### config.mk
export PLATFORM = sky130hd
export DESIGN_NAME = mux8to1_rr_stream
export DESIGN_NICKNAME = d
export VERILOG_FILES = /design/src/rtl/mux8to1_rr_stream.sv
export SDC_FILE = /design/constraint.sdc
export NUM_CORES = 1
export LEC_CHECK = 0
export ABC_AREA = 1
export CORE_ASPECT_RATIO = 0.7
export CORE_MARGIN = 3
export CORE_UTILIZATION = 37
export DETAILED_ROUTE_END_ITERATION = 8
export GPL_TIMING_DRIVEN = 0
export PLACE_DENSITY_LB_ADDON = 0.08
export SYNTH_ARGS = -nofsm -noshare
export SYNTH_HDL_FRONTEND = slang
export SYNTH_SLANG_ARGS = --single-unit
### constraint.sdc
create_clock -name clk -period 4.6 [get_ports clk]
set_clock_uncertainty 0.05 [all_clocks]
set_input_delay 0.46 -clock clk [delete_from_list [all_inputs] [get_ports clk]]
set_output_delay 0.46 -clock clk [all_outputs]
set_load 0.02 [all_outputs]
### src/rtl/mux8to1_rr_stream.sv
// rtl/mux8to1_rr_stream.sv - registered 8:1 valid/ready collector with round-robin arbitration
// Optional build macro: MUX_FIXED_PRI_EN (lowest-index valid channel always wins, no rr_ptr)
module mux8to1_rr_stream #(
  parameter int DATA_W = 8
) (
  input  logic                clk,
  input  logic                rst_n,
  input  logic [7:0]          in_valid,
  input  logic [8*DATA_W-1:0] in_data,
  output logic [7:0]          in_ready,
  output logic                out_valid,
  output logic [DATA_W-1:0]   out_data,
  output logic [2:0]          out_sel,
  input  logic                out_ready
);

  typedef enum logic {EMPTY = 1'b0, FULL = 1'b1} state_t;

  state_t              state_q;
  state_t              state_d;
  logic                load_ok;
  logic                gnt_found;
  logic [2:0]          gnt_idx;
  logic [2:0]          search_base;
  logic                xfer;
  logic [DATA_W-1:0]   gnt_word;

`ifdef MUX_FIXED_PRI_EN
  assign search_base = 3'd0;
`else
  logic [2:0] rr_ptr;

  // Pointer moves one past the channel that just transferred; idle cycles leave it alone
  always_ff @(posedge clk or negedge rst_n) begin
    if (!rst_n) begin
      rr_ptr <= 3'd0;
    end else if (xfer) begin
      rr_ptr <= gnt_idx + 3'd1;
    end
  end

  assign search_base = rr_ptr;
`endif

  // Search valid bits ascending from search_base, wrapping 7->0; first hit wins
  always_comb begin
    logic [2:0] cand;
    gnt_found = 1'b0;
    gnt_idx   = 3'd0;
    cand      = 3'd0;
    for (int k = 0; k < 8; k++) begin
      cand = search_base + 3'(k);
      if (!gnt_found && in_valid[cand]) begin
        gnt_found = 1'b1;
        gnt_idx   = cand;
      end
    end
  end

  // Pick only the granted channel's word so unknowns on other channels stay out of the register
  always_comb begin
    gnt_word = '0;
    for (int k = 0; k < 8; k++) begin
      if (gnt_idx == 3'(k)) begin
        gnt_word = in_data[k*DATA_W +: DATA_W];
      end
    end
  end

  assign xfer = gnt_found & load_ok & rst_n;

  // Output-register occupancy: EMPTY/FULL
  always_ff @(posedge clk or negedge rst_n) begin
    if (!rst_n) begin
      state_q <= EMPTY;
    end else begin
      state_q <= state_d;
    end
  end

  // Fill on any grant; drain when the consumer takes the word and nothing replaces it
  always_comb begin
    state_d = state_q;
    if (xfer) begin
      state_d = FULL;
    end else if (state_q == FULL && out_ready) begin
      state_d = EMPTY;
    end
  end

  // Ready goes only to the granted channel, and only when the register can accept a word
  always_comb begin
    out_valid = (state_q == FULL);
    load_ok   = (state_q == EMPTY) | out_ready;
    in_ready  = 8'd0;
    if (rst_n && gnt_found && load_ok) begin
      in_ready[gnt_idx] = 1'b1;
    end
  end

  // Capture word and source index on the handshake edge; hold otherwise
  always_ff @(posedge clk or negedge rst_n) begin
    if (!rst_n) begin
      out_data <= '0;
      out_sel  <= 3'd0;
    end else if (xfer) begin
      out_data <= gnt_word;
      out_sel  <= gnt_idx;
    end
  end

endmodule
# Yosys cells after proc, flatten, opt, wreduce, memory -nomap -nowiden
# Index checks and enable logic that the tools add are counted.
# op_classes
n_lt_le_gt_ge	10
n_eq_ne	7
bitwise	4
reduce_logical	20
muxes	45
n_addsub	8
# op_table
operator	count
$mux 8	9
$lt 3x4->1 const B	9
$bmux 1 s3	8
$mux 3	8
$mux 1	19
$add 3x3->3 const B	4
$eq 3x3->1 const B	4
$logic_and 1x1->1	11
$logic_not 1->1	7
$add 3x1->3 const B	2
$add 3x2->3 const B	2
$eq 3x2->1 const B	2
$demux 1 s3	1
$eq 3x1->1 const B	1
$ge 3x1->1 const B	1
$logic_not 3->1	1
$and 1x1->1	2
$reduce_bool 2->1	1
$not 1->1	1
$or 1x1->1	1
# word_totals
register_bits	15
out_inout_bits	20
word_cells	98
input_bits	75

# Logic depth before layout (Yosys ltp)
# depth
depth_word	33
depth_mapped	33
ltp_nobuf	27

# Worst setup path before layout
# OpenSTA, ideal clock, no wires.
# synth_path
path_kind	register -> register
start	reg rr_ptr[0]
end	reg out_data[6]
period_less_slack_ns	3.779
arrival_time_ns	3.613
n_path_buf	6
setup_slack_ns	0.821
setup_ns	0.116
required_ns	4.434
path_stages_with_launch	32
path_cell_list	dfrtp_1 buf_6 inv_2 buf_6 ha_1 buf_2 inv_1 nand3_1 nand3_1 nand2_2 nor2_4 nand4_2 nor2_4 nand3_1 nor2_1 nor2_1 buf_2 inv_1 ha_1 clkbuf_1 inv_1 nor2_4 buf_6 a21oi_1 nand2_1 nand2_1 nand2_1 nand2_1 nand2_1 nand2_1 nand2_1 nand2_1
# synth_via
elab_chain_len	33
word_cells_on_any_way	71
cone_classes	add/sub: 7; eq/ne: 7; mux: 40; bitwise: 2; reduce/logical: 15
# synth_rtl
element	line_no	rtl
from (decl)	31	logic [2:0] rr_ptr;
from (signal assigned)	38	rr_ptr <= gnt_idx + 3'd1;
parallel branches: the longest is 33 deep, another holds $add 3x1->3	--	
to (signal assigned)	107	out_data <= gnt_word;
to (decl)	12	output logic [DATA_W-1:0] out_data,
# Several ways; the timed one is not identified. The select of a mux whose other input is x is not followed.
# A chain may end at the register's enable or synchronous reset.

# Worst setup path in the final report
# layout_path
start	reg rr_ptr[1]
end	out in_ready[2]
# layout_via
elab_chain_len	29
word_cells_on_any_way	61
cone_classes	add/sub: 7; order compare: 2; mux: 35; reduce/logical: 17
# layout_rtl
element	line_no	rtl
parallel branches: the longest is 28 deep, another holds $add 3x1->3	--	
$mux 8 (*)	96	if (rst_n && gnt_found && load_ok) begin
to (decl)	10	output logic [7:0] in_ready,
# Every way passes the cells marked *. The select of a mux whose other input is x is not followed.

==> run metrics <==
outcome=complete, no violations; register area share after synthesis=16.5%; Vias=between 2,000 and 3,000; area post-placement=0.00332 mm^2; Die Wd=~100 um; Layout area overhead=49.0%; CTS root buffer=clkbuf_8; Async SR Flop Fraction=100%; core area=between 0.005 and 0.006 mm^2; fin crit period=roughly 4300 ps; Clock Tree Buf Depth=2; first-pass GRT wire length=between 10,000 and 15,000 um; FP Rows=23; Max Slew Vio Count=0; Ys Warns=0; Yosys cell types=28; Routed Antenna Nets=0; CTS sink count=15; filler cell count=slightly below 600; CTS H-Tree Depth=1; Hold Vio Cnt, Final=0; CP max FO=10; grt total ovfl=0; Crit path max-delay family=buffers and inverters; top cells by count, synth=150 x nand2_1, 70 x inv_1, 44 x nand3_1; Inserted Clock Buffers=3; dpl hpwl=approximately 6200 um; io pins=95; post-DR wirelength/cell=roughly 13 um; Critical Path Start Type=flip-flop; number of flops mapped to enable cells by yosys=0; Inserted Diodes=0; post-route cell area=0.00340 mm^2; DRT Wirelength=7480 um; 1st-iter DRT viols=188; synthesized area=0.00228 mm^2; hold crit path type=flip-flop to flip-flop; Slew @ Worst Pin=725 ps; synth top area cells=nand2_1 25%, dfrtp_1 16%, inv_1 12%; final setup fails=0; most area-hungry cell type in the Yosys netlist=nand2_1; syn_nets=between 500 and 600; layout cell share with drive strength beyond 1=approximately 8.0%; CP Class=flip-flop to primary output; Cells after Synth=about 430; post-DR vias/cell=roughly 5; Seq cells post-synth=15; Starting Density=39.0%; Slowest Stage Delay on Critical Path=610 ps; Worst-path clk slew=60 ps; port bufs=94; period utilization=93.7%; largest net degree at the start of global routing=17; CTS tree=built; area fraction of the dominant cell type after synthesis=between 20% and 30%; slew margin rel.=51.5%; critical path's most frequent cell=nand3_1; initial antenna violation count=0; Clock Latency Late Sink=250 ps; crit-path cells=buf_2 -> inv_2 -> ha_1 -> buf_2 -> inv_2 -> nand3_1 -> nand3_1 -> nand2_2 -> nor2_4 -> nand4_2 -> nor2_4 -> nand3_1 -> nand3_1 -> nor2_1 -> buf_4 -> clkinvlp_4 -> nand2_1 -> nor2_1 -> clkdlybuf4s50_1; syn_area_per_cell=roughly 5.3 um^2; hold_buf cts=0; NumNets Final=around 610; Slowest-stage cell, CP=clkdlybuf4s50_1; die area=between 0.007 and 0.008 mm^2; # DRC=0; count leader, synth=nand2_1; top_reg_cell synth=dfrtp_1; f_max=between 200 and 250 MHz; vias in the first global route=~2,700; max-cap violations=0; worst path required time=around 4100 ps; Worst Path Arrival=approximately 3800 ps; GPL Wtd Cong=just over 0.9; GRT Total Usage=between 20% and 30%; CP Capture Type=primary output; CP Buf/Inv Count=7; DR pass1 iterations=5; Die Ht=~72 um
-- layout make-up --
cell class                 instances  area (um^2)  area share (%)
buffer                            14         97.6            2.87
clock buffer                       4         45.0            1.32
inverter                          75          285            8.39
multi-input combinational        320         1540            45.4
sequential                        15          375            11.0
tap                               75         93.8            2.76
timing repair buffer              95          958            28.2
-- per-layer routing --
layer	global-route usage (%)	wire (um)	vias up
li1	-	-	1517
met1	33.4	3880	1273
met2	30.2	2910	125
met3	3.50	615	9
met4	3.79	79	0
met5	0	0	-
-- cell families after synthesis --
family	after synthesis	synth area share, %
simple gates	266	51.7
fa+ha+maj	6	3.29
compound gates	44	9.82
buf+inv	92	16.9
xor+xnor	4	1.87
flops	15	16.5
-- worst paths after layout --
| check | startpoint | end | slack (ps) | depth (start not counted) |
|---|---|---|---|---|
| max in group asynchronous | rst_n | rr_ptr[2] | 3450 | 1 |
| worst min-delay path | out_data[5] | out_data[5] | 430 | 2 |
| min in group asynchronous | rst_n | out_data[6] | 590 | 1 |
| worst max-delay path | rr_ptr[1] | in_ready[2] | 290 | 19 |
| worst min register to register | out_data[5] | out_data[5] | 430 | 2 |
| worst max register to register | rr_ptr[1] | out_data[6] | 310 | 29 |
-- layout by cell type, fill, tap and decap left out, drive strengths merged --
cell type / count
nor3: 3
clkbuf: 8
a21boi: 1
xnor2: 2
nor2: 45
dlymetal6s2s: 4
inv: 74
clkdlybuf4s50: 90
a31oi: 1
xor2: 2
nand3: 48
buf: 11
nand2: 154
a21oi: 17
clkinvlp: 1
and2: 1
o21ai: 25
ha: 6
nand4: 15
dfrtp: 15
-- registers in the layout, indices dropped and copies added, names as in the netlist --
| signal | flops |
|---|---|
| out_sel | 3 |
| rr_ptr | 3 |
| out_data | 8 |
| out_valid | 1 |
-- through the flow --
step	util [%]	setup TNS [ps]	std cells	hold slack (ps)	setup WS (ps)
after detailed placement	56.8	0	596	415	48.0
after global routing	58.2	-34.4	598	453	-20.6
after CTS	57.5	0	600	431	25.5
after global placement	56.8	0	596	412	74.3
final	58.2	0	598	431	290
after floorplan	-	0	427	114	821
-- timing repair --
item,in CTS,in global routing
setup buffers,0,1
resized for setup,0,17
endpoints found under the setup margin,0,15
-- worst min-delay path: cells and delay by family (launching register included) --
| family | cells | cell delay, ps |
|---|---|---|
| simple gates | 2 | 110 |
| flops | 1 | 340 |
Power is not shown: default switching activity piles up to over one toggle a cycle in this logic, so the estimate is an artifact.
